<file path="config.mk">
export PLATFORM = sky130hd
export DESIGN_NAME = fp_accum
export DESIGN_NICKNAME = d
export VERILOG_FILES = /design/src/rtl/fp_accum.sv
export SDC_FILE = /design/constraint.sdc
export NUM_CORES = 1
export LEC_CHECK = 0
export BUFFER_PORTS_ARGS = -buffer_cell sky130_fd_sc_hd__clkbuf_2
export CORE_ASPECT_RATIO = 2
export CORE_MARGIN = 1
export CORE_UTILIZATION = 52
export DETAILED_ROUTE_END_ITERATION = 12
export GPL_ROUTABILITY_DRIVEN = 1
export HOLD_SLACK_MARGIN = 0.15
export PLACE_DENSITY = 0.72
export SLEW_MARGIN = 20
export SYNTH_ARGS = -nofsm -noshare
export SYNTH_HDL_FRONTEND = slang
export SYNTH_SLANG_ARGS = --single-unit
</file>
<file path="constraint.sdc">
create_clock -name clk -period 30.3 [get_ports clk]
set_input_delay 1.515 -clock clk [delete_from_list [all_inputs] [get_ports clk]]
set_output_delay 1.515 -clock clk [all_outputs]
set_load 0.02 [all_outputs]
</file>
<file path="src/rtl/fp_accum.sv">
// rtl/fp_accum.sv - streaming FP32 vector accumulator over a latency-hiding ring of partial sums
// Optional element counter port out_cnt is enabled by defining FP_ACCUM_CNT_EN.

// Pipelined FP32 adder, round-to-nearest-even, subnormals flushed to signed zero.
module fp_add #(
  parameter int LAT = 8
) (
  input  logic        clk,
  input  logic        rst,
  input  logic        in_vld,
  input  logic [31:0] a,
  input  logic [31:0] b,
  output logic        sum_vld,
  output logic [31:0] sum
);

  function automatic logic [31:0] fadd(input logic [31:0] ia, input logic [31:0] ib);
    logic [31:0] x, y, res;
    logic [7:0]  ex, ey, d;
    logic [26:0] mx, my, sh;
    logic [27:0] s;
    logic [24:0] r;
    logic        rup, found;
    int          e, lz;
    res = '0;
    // x always carries the larger magnitude so the exponent difference is non-negative
    if (ia[30:0] >= ib[30:0]) begin x = ia; y = ib; end
    else begin x = ib; y = ia; end
    ex = x[30:23];
    ey = y[30:23];
    if (ex == 8'hff) begin
      res = x;
    end else if (ey == 8'd0) begin
      res = (ex == 8'd0) ? {x[31] & y[31], 31'd0} : x;
    end else begin
      mx = {1'b1, x[22:0], 3'b000};
      my = {1'b1, y[22:0], 3'b000};
      d  = ex - ey;
      if (d >= 8'd27) begin
        sh = 27'd1;
      end else begin
        sh    = my >> d;
        sh[0] = sh[0] | (|(my & ((27'd1 << d) - 27'd1)));
      end
      e = {24'd0, ex};
      if (x[31] == y[31]) begin
        s = {1'b0, mx} + {1'b0, sh};
        if (s[27]) begin
          s = {1'b0, s[27:2], s[1] | s[0]};
          e = e + 1;
        end
      end else begin
        s     = {1'b0, mx} - {1'b0, sh};
        lz    = 0;
        found = 1'b0;
        for (int i = 26; i >= 0; i--) begin
          if (!found) begin
            if (s[i]) found = 1'b1;
            else lz++;
          end
        end
        s = s << lz;
        e = e - lz;
      end
      rup = s[2] & (s[1] | s[0] | s[3]);
      r   = {1'b0, s[26:3]} + {24'd0, rup};
      if (r[24]) begin
        r = r >> 1;
        e = e + 1;
      end
      if (s == 28'd0) res = 32'd0;
      else if (e >= 255) res = {x[31], 8'hff, 23'd0};
      else if (e <= 0 || !r[23]) res = {x[31], 31'd0};
      else res = {x[31], e[7:0], r[22:0]};
    end
    return res;
  endfunction

  logic [31:0]    pipe [LAT];
  logic [LAT-1:0] vpipe;

  always_ff @(posedge clk) begin
    pipe[0] <= fadd(a, b);
    for (int i = 1; i < LAT; i++) pipe[i] <= pipe[i-1];
  end

  always_ff @(posedge clk) begin
    if (rst) vpipe <= '0;
    else vpipe <= {vpipe[LAT-2:0], in_vld};
  end

  assign sum     = pipe[LAT-1];
  assign sum_vld = vpipe[LAT-1];

endmodule

module fp_accum #(
  parameter int ADD_LAT = 8
`ifdef FP_ACCUM_CNT_EN
  , parameter int CNT_W = 16
`endif
) (
  input  logic        clk,
  input  logic        rst,
  input  logic        in_vld,
  output logic        in_rdy,
  input  logic [31:0] in_data,
  input  logic        in_last,
  output logic        out_vld,
  input  logic        out_rdy,
  output logic [31:0] out_data
`ifdef FP_ACCUM_CNT_EN
  , output logic [CNT_W-1:0] out_cnt
`endif
);

  localparam int LW = $clog2(ADD_LAT + 2);

  typedef enum logic [1:0] {ACCUM, DRAIN, DONE} state_t;

  state_t state_q, state_d;

  // Ring slot tags: rv = slot holds a value, ra = slot is travelling through the adder.
  logic [ADD_LAT-1:0] rv, ra;
  logic [31:0]        byp [ADD_LAT];
  logic [31:0]        pend;
  logic               pend_v;
  logic [LW-1:0]      live;

  logic        sum_vld;
  logic [31:0] sum;
  logic        hv, acc;
  logic [31:0] hval;

  logic        add_vld, slot_v, slot_a, live_inc, live_dec, pend_ld, pend_clr, fin, hs;
  logic [31:0] add_a, add_b, slot_d;

  assign hv     = rv[ADD_LAT-1] && (!ra[ADD_LAT-1] || sum_vld);
  assign hval   = ra[ADD_LAT-1] ? sum : byp[ADD_LAT-1];
  assign in_rdy = (state_q == ACCUM);
  assign acc    = in_vld && in_rdy;

  fp_add #(.LAT(ADD_LAT)) u_add (
    .clk     (clk),
    .rst     (rst),
    .in_vld  (add_vld),
    .a       (add_a),
    .b       (add_b),
    .sum_vld (sum_vld),
    .sum     (sum)
  );

  always_ff @(posedge clk) begin
    if (rst) state_q <= ACCUM;
    else state_q <= state_d;
  end

  always_comb begin
    state_d  = state_q;
    add_vld  = 1'b0;
    add_a    = in_data;
    add_b    = hval;
    slot_v   = 1'b0;
    slot_a   = 1'b0;
    slot_d   = hval;
    live_inc = 1'b0;
    live_dec = 1'b0;
    pend_ld  = 1'b0;
    pend_clr = 1'b0;
    fin      = 1'b0;
    hs       = 1'b0;
    case (state_q)
      ACCUM: begin
        if (acc) begin
          slot_v = 1'b1;
          if (hv) begin
            add_vld = 1'b1;
            slot_a  = 1'b1;
          end else begin
            slot_d   = in_data;
            live_inc = 1'b1;
          end
          if (in_last) state_d = DRAIN;
        end else if (hv) begin
          slot_v = 1'b1;
        end
      end
      DRAIN: begin
        // Pairwise reduction: park one partial in pend, fold it into the next one that arrives.
        if (hv && pend_v) begin
          add_vld  = 1'b1;
          add_a    = pend;
          slot_v   = 1'b1;
          slot_a   = 1'b1;
          pend_clr = 1'b1;
          live_dec = 1'b1;
        end else if (hv) begin
          pend_ld = 1'b1;
        end else if (live == LW'(1) && pend_v && !(|rv)) begin
          fin     = 1'b1;
          state_d = DONE;
        end
      end
      DONE: begin
        if (out_rdy) begin
          hs      = 1'b1;
          state_d = ACCUM;
        end
      end
      default: state_d = ACCUM;
    endcase
  end

  always_ff @(posedge clk) begin
    if (rst) begin
      rv       <= '0;
      ra       <= '0;
      live     <= '0;
      pend_v   <= 1'b0;
      pend     <= '0;
      out_vld  <= 1'b0;
      out_data <= '0;
    end else begin
      rv <= {rv[ADD_LAT-2:0], slot_v};
      ra <= {ra[ADD_LAT-2:0], slot_a};
      if (live_inc) live <= live + LW'(1);
      else if (live_dec) live <= live - LW'(1);
      if (pend_ld) begin
        pend   <= hval;
        pend_v <= 1'b1;
      end else if (pend_clr) begin
        pend_v <= 1'b0;
      end
      if (fin) begin
        out_vld  <= 1'b1;
        out_data <= pend;
      end
      if (hs) begin
        rv      <= '0;
        ra      <= '0;
        live    <= '0;
        pend_v  <= 1'b0;
        out_vld <= 1'b0;
      end
    end
  end

  always_ff @(posedge clk) begin
    byp[0] <= slot_d;
    for (int i = 1; i < ADD_LAT; i++) byp[i] <= byp[i-1];
  end

`ifdef FP_ACCUM_CNT_EN
  logic [CNT_W-1:0] cnt;

  always_ff @(posedge clk) begin
    if (rst || hs) cnt <= '0;
    else if (acc && !(&cnt)) cnt <= cnt + CNT_W'(1);
  end

  assign out_cnt = cnt;
`endif

endmodule

</file>
==> results.py, run 1 <==
metrics = {
    "critical_path": {
        "start_kind": "register",
        "cp-end-kind": "register",
        "path_common_cell": "ha_1",
        "cpMaxStageDelayCell": "and3_1",
        "crit_type": "register to register",
        "required_ns": 30.78,
        "worst_ep_arrival_time_ns": 28.95,
        "max_stage_delay_ns": 0.53,
        "crit_fanout": 33,
    },
    "floorplan": {
        "chipHeight_um": 354,
        "start_util_pct": 52.8,
        "die-area_um2": 63000,
        "core_area_um2": 61000,
        "row_count": 128,
        "num_io_pins": 71,
        "die_x_um": 178,
    },
    "grt": {
        "overflow": 0,
        "grt_use_total_pct": 42.5,
        "grtUsageMet3_pct": 9.84,
        "grt.met2_usage_pct": 73.5,
        "use_met1_pct": 36.2,
        "grt_max_degree": 79,
        "grt_pass1_wl_um": 195000,
        "busiest_layer": "met2",
        "grt_pass1_vias": 31200,
        "antenna_found_initial": 9,
    },
    "yosys": {
        "avgSynthCellArea_um2": 8.52,
        "synthArstFlopShare_pct": 0,
        "ys.flop_type": "dfxtp_1",
        "yosysWarnings": 0,
        "synth_area_um2": 32200,
        "seq_area_frac_synth_pct": 37.8,
        "syn_inst": 3780,
        "synth-seq-cells": 608,
        "synth_cell_types": 128,
        "synth_edf_count": 0,
        "syn_nets": 3938,
    },
    "cts": {
        "cts_tree": "built",
        "cts-root-buf": "clkbuf_16",
        "htree_levels": 2,
        "clk_latency_ns": 0.56,
        "cts_made_buffers": 41,
        "cts_buffer_depth": 3,
        "clk_pin_slew_worst_paths_ns": 0.08,
        "cts_sinks": 608,
    },
    "min_path": {
        "hold_path.class": "register to register",
    },
    "run": {
        "drv_cap": 0,
    },
    "sta": {
        "slew_viol_final": 0,
        "post-route-period-util_pct": 94.0,
        "relSlewSlack_pct": 12.6,
        "rsz0062_at_grt": "no",
        "tns_ns": 0,
        "skew_ns": 0.0238,
        "clock.fmax_mhz": 35.1,
        "layout_min_cycle_time_ns": 28.47,
        "hold_viol": 0,
        "max_slew.worst_pin.slew_ns": 1.27,
        "report.final.setup_viol": 0,
        "timing.final.ws_setup_ns": 1.83,
    },
    "finish": {
        "layout-drive-gt1-share_pct": 16.1,
        "instances_no_fill": 4838,
        "fin_nets": 4181,
        "area_growth_pct": 14.5,
        "fillers": 5493,
        "final_common_cell": "dfxtp_1",
        "final_cell_mix": "dfxtp_1, nor2_1, nand2_1",
    },
    "placed_design": {
        "placed_cells": 4757,
        "dpl.hpwl_um": 104000,
        "preCtsSetupSlack_ns": 1.44,
        "gp_congestion": 1.07,
        "io_buffers": 70,
    },
    "pwr": {
        "powerDensity_nw_per_um2": 94.6,
        "p_leak_nw": 14.9,
        "ir_drop_mv": 0.0509,
    },
    "routing": {
        "via_per_inst": 6.43,
        "drt-total-wl_um": 134000,
        "first_pass_iters": 6,
        "post-route-drc-count": 0,
        "drt.antenna.violating_nets": 0,
        "vias": 31100,
        "wl_per_cell_um": 27.8,
        "drt-initial-drc-count": 2354,
    },
    "run_status": {
        "outcome": "finished clean",
    },
}
-- critical path: cells and delay by family (launching register included) --
kind / cells / cell delay (ns)
AO/OA/AOI/OAI: 47 / 9.69
XOR/XNOR: 4 / 0.68
adder cells (fa/ha/maj): 23 / 6.55
buffers and inverters: 10 / 1.77
flip-flops: 1 / 0.38
multiplexers: 13 / 2.39
AND/OR/NAND/NOR: 35 / 6.85
-- sequential cells by signal, summed over array words and instances (netlist names) --
name         flops
state_q          2
pend_v           1
u_add.pipe     256
u_add.vpipe      8
byp            256
ra               8
out_vld          1
out_data        32
pend            32
rv               8
live             4
-- logic make-up (layout without fill, tap and decap cells) --
| group | after synthesis | in the layout | synth area share (%) |
|---|---|---|---|
| other | 0 | 3 | 0 |
| AOI/OAI and AO/OA | 1014 | 1014 | 21.2 |
| and+or+nand+nor | 1365 | 1365 | 20.8 |
| DFF | 608 | 608 | 37.8 |
| xor gates and xnor gates | 172 | 172 | 5.33 |
| buffers and inverters | 325 | 600 | 4.01 |
| adders and majority gates | 125 | 125 | 4.87 |
| muxes | 171 | 171 | 5.96 |
-- layer usage --
layer  vias to the layer above  part of all wire [%]
li1                      14200                     -
met1                     14600                    30
met2                      1549                    49
met3                       807                   6.5
met4                        12                    15
met5                         -                 0.048
-- metrics by stage --
stage | hold WS [ns] | util (%) | cell area (um2) | power [mW]
4_1_cts | 0.315 | 60.2 | 36700 | 3.39
6_report | 0.312 | 60.4 | 36900 | 3.49
3_3_place_gp | 0.310 | 57.8 | 35200 | 2.77
3_5_place_dp | 0.312 | 57.8 | 35200 | 2.77
5_1_grt | 0.317 | 60.4 | 36900 | 3.62
2_1_floorplan | 0.310 | - | 32200 | 1.99
-- worst paths after layout --
path / start / end / slack, ns / cells after the start
worst max register to register: ra[7]$_SDFF_PP0_ / u_add.pipe[0][7]$_DFF_P_ / 1.83 / 132
worst min-delay path: byp[1][10]$_DFF_P_ / byp[1][42]$_DFF_P_ / 0.31 / 0
worst min register to register: byp[1][10]$_DFF_P_ / byp[1][42]$_DFF_P_ / 0.31 / 0
worst max-delay path: ra[7]$_SDFF_PP0_ / u_add.pipe[0][7]$_DFF_P_ / 1.83 / 132
-- report_power, final --
| group | internal [mW] | switching [mW] |
|---|---|---|
| combinational | 0.642 | 1.19 |
| clock | 0.340 | 0.272 |
| sequential | 0.985 | 0.0622 |
| total | 1.97 | 1.52 |
-- synthesized netlist by cell type, types with 15 or more instances --
cell      number  area (um2)
a21oi_1      327        1640
nor4b_1       16         140
buf_1         19        71.3
o21ai_0      140         701
nand3_1       97         485
o31ai_1       25         188
nand2_1      372        1400
o21bai_1      30         225
o211ai_1      30         225
nand2b_1      35         219
dfxtp_1      608       12200
a21o_1        45         338
xnor2_1      111         972
buf_2         39         195
and3_1        29         181
mux2i_1      120        1200
inv_1        123         462
or2_2         22         138
o22ai_1       21         131
nor3_1       122         611
a211oi_1      72         541
nor2b_1       22         138
nor4_1        41         257
o21a_1        20         150
and2_1        44         275
ha_1         119        1490
nor2_1       381        1430
or3_1         42         263
clkbuf_1     130         488
xor2_1        42         368
o21ai_1       15        75.1
mux2_2        36         405
a31oi_1       40         250
nand4_1       51         319
-- cell type report --
class	count	area, um2	area share, %
Clock buffer	52	1140	3.08
Inverter	132	497	1.35
Tap cell	780	976	2.65
Timing Repair Buffer	393	2860	7.75
Sequential cell	608	12200	33.0
Clock inverter	23	357	0.967
Multi-Input combinational cell	2847	18900	51.2
Antenna cell	3	7.51	0.0204
-- timing repair --
| item | CTS | global route |
|---|---|---|
| gates resized for setup | 0 | 24 |
| setup buffers | 0 | 3 |
| hold buffers | 0 | 0 |
| setup endpoints to repair | 0 | 32 |
Note: power is estimated with default switching activity, not from simulation.
==> run 2, diff against run 1 <==
Settings changed: RECOVER_POWER set to 50, SYNTH_HIERARCHICAL set to 1.
==> run 2 against run 1 <==
Against the previous run:
- setup slack got worse by 0.27 ns
- maximum frequency decreased by 0.95%
- worst hold slack improved by 0.0089 ns
- clock-buffer cell count increased by 6
- synthesized cell count decreased by 0.45%
- cell area decreased by 0.72%
- sequential power about the same
- clock power decreased by 2%
- register-to-register slack got worse by 0.27 ns
- non-clock buffer count decreased by 186
==> results.py, run 2 <==
metrics = {
    "grt": {
        "grt_max_degree": 111,
        "grt_pass1_vias": 30300,
        "overflow": 0,
        "antenna_found_initial": 12,
        "grt_use_total_pct": 38.5,
        "grt_pass1_wl_um": 187000,
    },
    "critical_path": {
        "crit_type": "register to register",
        "max_stage_delay_ns": 0.68,
        "start_kind": "register",
        "cpMaxStageDelayCell": "or4_1",
        "worst_ep_arrival_time_ns": 29.18,
        "required_ns": 30.74,
        "path_delay_family": "compound AO/OA/AOI/OAI gates",
        "path_common_cell": "ha_1",
        "crit_fanout": 21,
        "crit_buf_inv": 15,
        "cp-end-kind": "register",
    },
    "floorplan": {
        "core_area_um2": 63800,
        "die-area_um2": 65600,
        "chipHeight_um": 361,
        "num_io_pins": 71,
        "die_x_um": 182,
        "row_count": 131,
        "start_util_pct": 52.6,
    },
    "placed_design": {
        "preCtsSetupSlack_ns": 0.794,
        "dpl.hpwl_um": 98100,
        "gp_congestion": 1.11,
        "placed_cell_area_um2": 34700,
        "io_buffers": 70,
    },
    "finish": {
        "layout-drive-gt1-share_pct": 14.6,
        "fin_nets": 3960,
        "reg_top3": "byp: 256 flops, u_add/pipe: 256 flops",
        "area_growth_pct": 9.14,
        "final_common_cell": "dfxtp_1",
        "final_cell_area_um2": 36600,
        "final_cell_mix": "dfxtp_1, nand2_1, nor2_1",
    },
    "cts": {
        "cts_buffer_depth": 3,
        "htree_levels": 2,
        "cts-root-buf": "clkbuf_16",
        "cts_made_buffers": 42,
        "clk_latency_ns": 0.56,
        "cts_tree": "built",
        "cts_sinks": 608,
        "clk_pin_slew_worst_paths_ns": 0.08,
    },
    "routing": {
        "drt-initial-drc-count": 1940,
        "drt.antenna.violating_nets": 0,
        "drt-total-wl_um": 129000,
        "post-route-drc-count": 0,
        "via_per_inst": 6.45,
        "wl_per_cell_um": 27.8,
        "first_pass_iters": 5,
        "vias": 29900,
    },
    "yosys": {
        "synth_area_um2": 33500,
        "avgSynthCellArea_um2": 8.91,
        "syn_nets": 3922,
        "synth_top_area_cell": "dfxtp_1",
        "yosysWarnings": 6,
        "seq_area_frac_synth_pct": 36.3,
        "synth_edf_count": 0,
        "ys.flop_type": "dfxtp_1",
        "netlist.area_leader.share_pct": 36.3,
        "synth-seq-cells": 608,
        "synth_cell_types": 138,
        "syn_inst": 3763,
        "synth_common_cells": "dfxtp_1, nand2_1, nor2_1",
        "synthArstFlopShare_pct": 0,
        "synthTopCellsByArea": "dfxtp_1, ha_1, mux2i_1",
        "synthMostInstantiatedCell": "dfxtp_1",
    },
    "pwr": {
        "p_comb_share_pct": 52.8,
        "power_switching_mw": 1.57,
        "seq_power_share_pct": 30.0,
        "switching_share_pct": 45.4,
        "clock_power_share_pct": 17.2,
        "internal_power_mw": 1.89,
        "powerDensity_nw_per_um2": 94.7,
        "ir_drop_mv": 0.0532,
        "finalPower_mw": 3.47,
        "p_leak_nw": 14.9,
    },
    "min_path": {
        "hold_path.class": "register to register",
    },
    "sta": {
        "report.final.setup_viol": 0,
        "hold_viol": 0,
        "relSlewSlack_pct": 20.6,
        "clock.fmax_mhz": 34.8,
        "layout_min_cycle_time_ns": 28.74,
        "max_slew.worst_pin.slew_ns": 1.18,
        "timing.final.ws_setup_ns": 1.56,
        "slew_viol_final": 0,
        "skew_ns": 0.0157,
        "post-route-period-util_pct": 94.9,
    },
    "run": {
        "drv_cap": 0,
    },
    "run_status": {
        "outcome": "finished clean",
    },
}
-- run 2: cell count changes in the layout (fill, tap and decap cells not counted), moves of 40 or more --
cell / delta
a211oi_1: -40
a21oi_1: -100
buf_4: -181
mux2_2: +76
nand2_1: -75
nand2b_1: +48
nor2_1: -86
-- run 2: kinds of logic (layout without fill, tap and decap cells) --
| group | count (synthesis) | count (layout) | synth area share [%] |
|---|---|---|---|
| other cells | 0 | 2 | 0 |
| flops | 608 | 608 | 36.3 |
| fa+ha+maj | 124 | 124 | 4.66 |
| compound gates | 890 | 890 | 18.6 |
| buf+inv | 363 | 430 | 4.91 |
| simple gates | 1310 | 1313 | 20.4 |
| xor+xnor | 192 | 192 | 6.11 |
| mux | 276 | 276 | 9.03 |
-- run 2: metrics by stage --
stage / util (%) / hold WS (ns) / setup TNS, ns / cells
after floorplan: - / 0.310 / 0 / 3763
after global placement: 54.5 / 0.310 / 0 / 4531
after detailed placement: 54.5 / 0.312 / 0 / 4531
after CTS: 56.8 / 0.322 / 0 / 4607
after global routing: 57.4 / 0.325 / -0.112 / 4631
final: 57.4 / 0.321 / 0 / 4633
-- run 2: layout make-up --
class                      count  area [um2]
sequential                   608       12200
multi-input combinational   2795       20000
inverter                     147         563
clock buffer                  58        1220
antenna                        2        5.00
tap                          798         998
timing repair buffer         207        1420
clock inverter                18         250
fill                        5833       27100
-- run 2: power groups by stage --
stage          clock network [mW]  logic (mW)  registers, mW
5_1_grt                     0.637        1.93           1.05
2_1_floorplan                   0        1.11           1.02
3_5_place_dp                    0        1.69           1.05
4_1_cts                     0.607        1.70           1.04
6_report                    0.597        1.83           1.04
3_3_place_gp                    0        1.69           1.05
-- run 2: path summary, 6_finish.rpt --
path         slack (ns)                      from  cells past startpoint                        end
max reg2reg        1.56       pend_v$_SDFFE_PP0P_                    140  u_add/pipe[0][21]$_DFF_P_
min                0.32  u_add/pipe[1][2]$_DFF_P_                      0  u_add/pipe[1][34]$_DFF_P_
min reg2reg        0.32  u_add/pipe[1][2]$_DFF_P_                      0  u_add/pipe[1][34]$_DFF_P_
max                1.56       pend_v$_SDFFE_PP0P_                    140  u_add/pipe[0][21]$_DFF_P_
-- run 2: routing by layer --
| metal | global-route usage (%) | share of wire [%] | vias up |
|---|---|---|---|
| met5 | 0 | 0.062 | - |
| met4 | 44.2 | 14 | 12 |
| met1 | 33.4 | 31 | 14100 |
| li1 | - | - | 13700 |
| met3 | 8.30 | 6.1 | 758 |
| met2 | 68.5 | 49 | 1372 |
-- run 2: timing repair --
item | CTS | global route
resized for setup | 0 | 43
buffers inserted | 0 | 20
hold buffers | 0 | 0
setup endpoints to repair | 0 | 32
hold endpoints to repair | 0 | 0
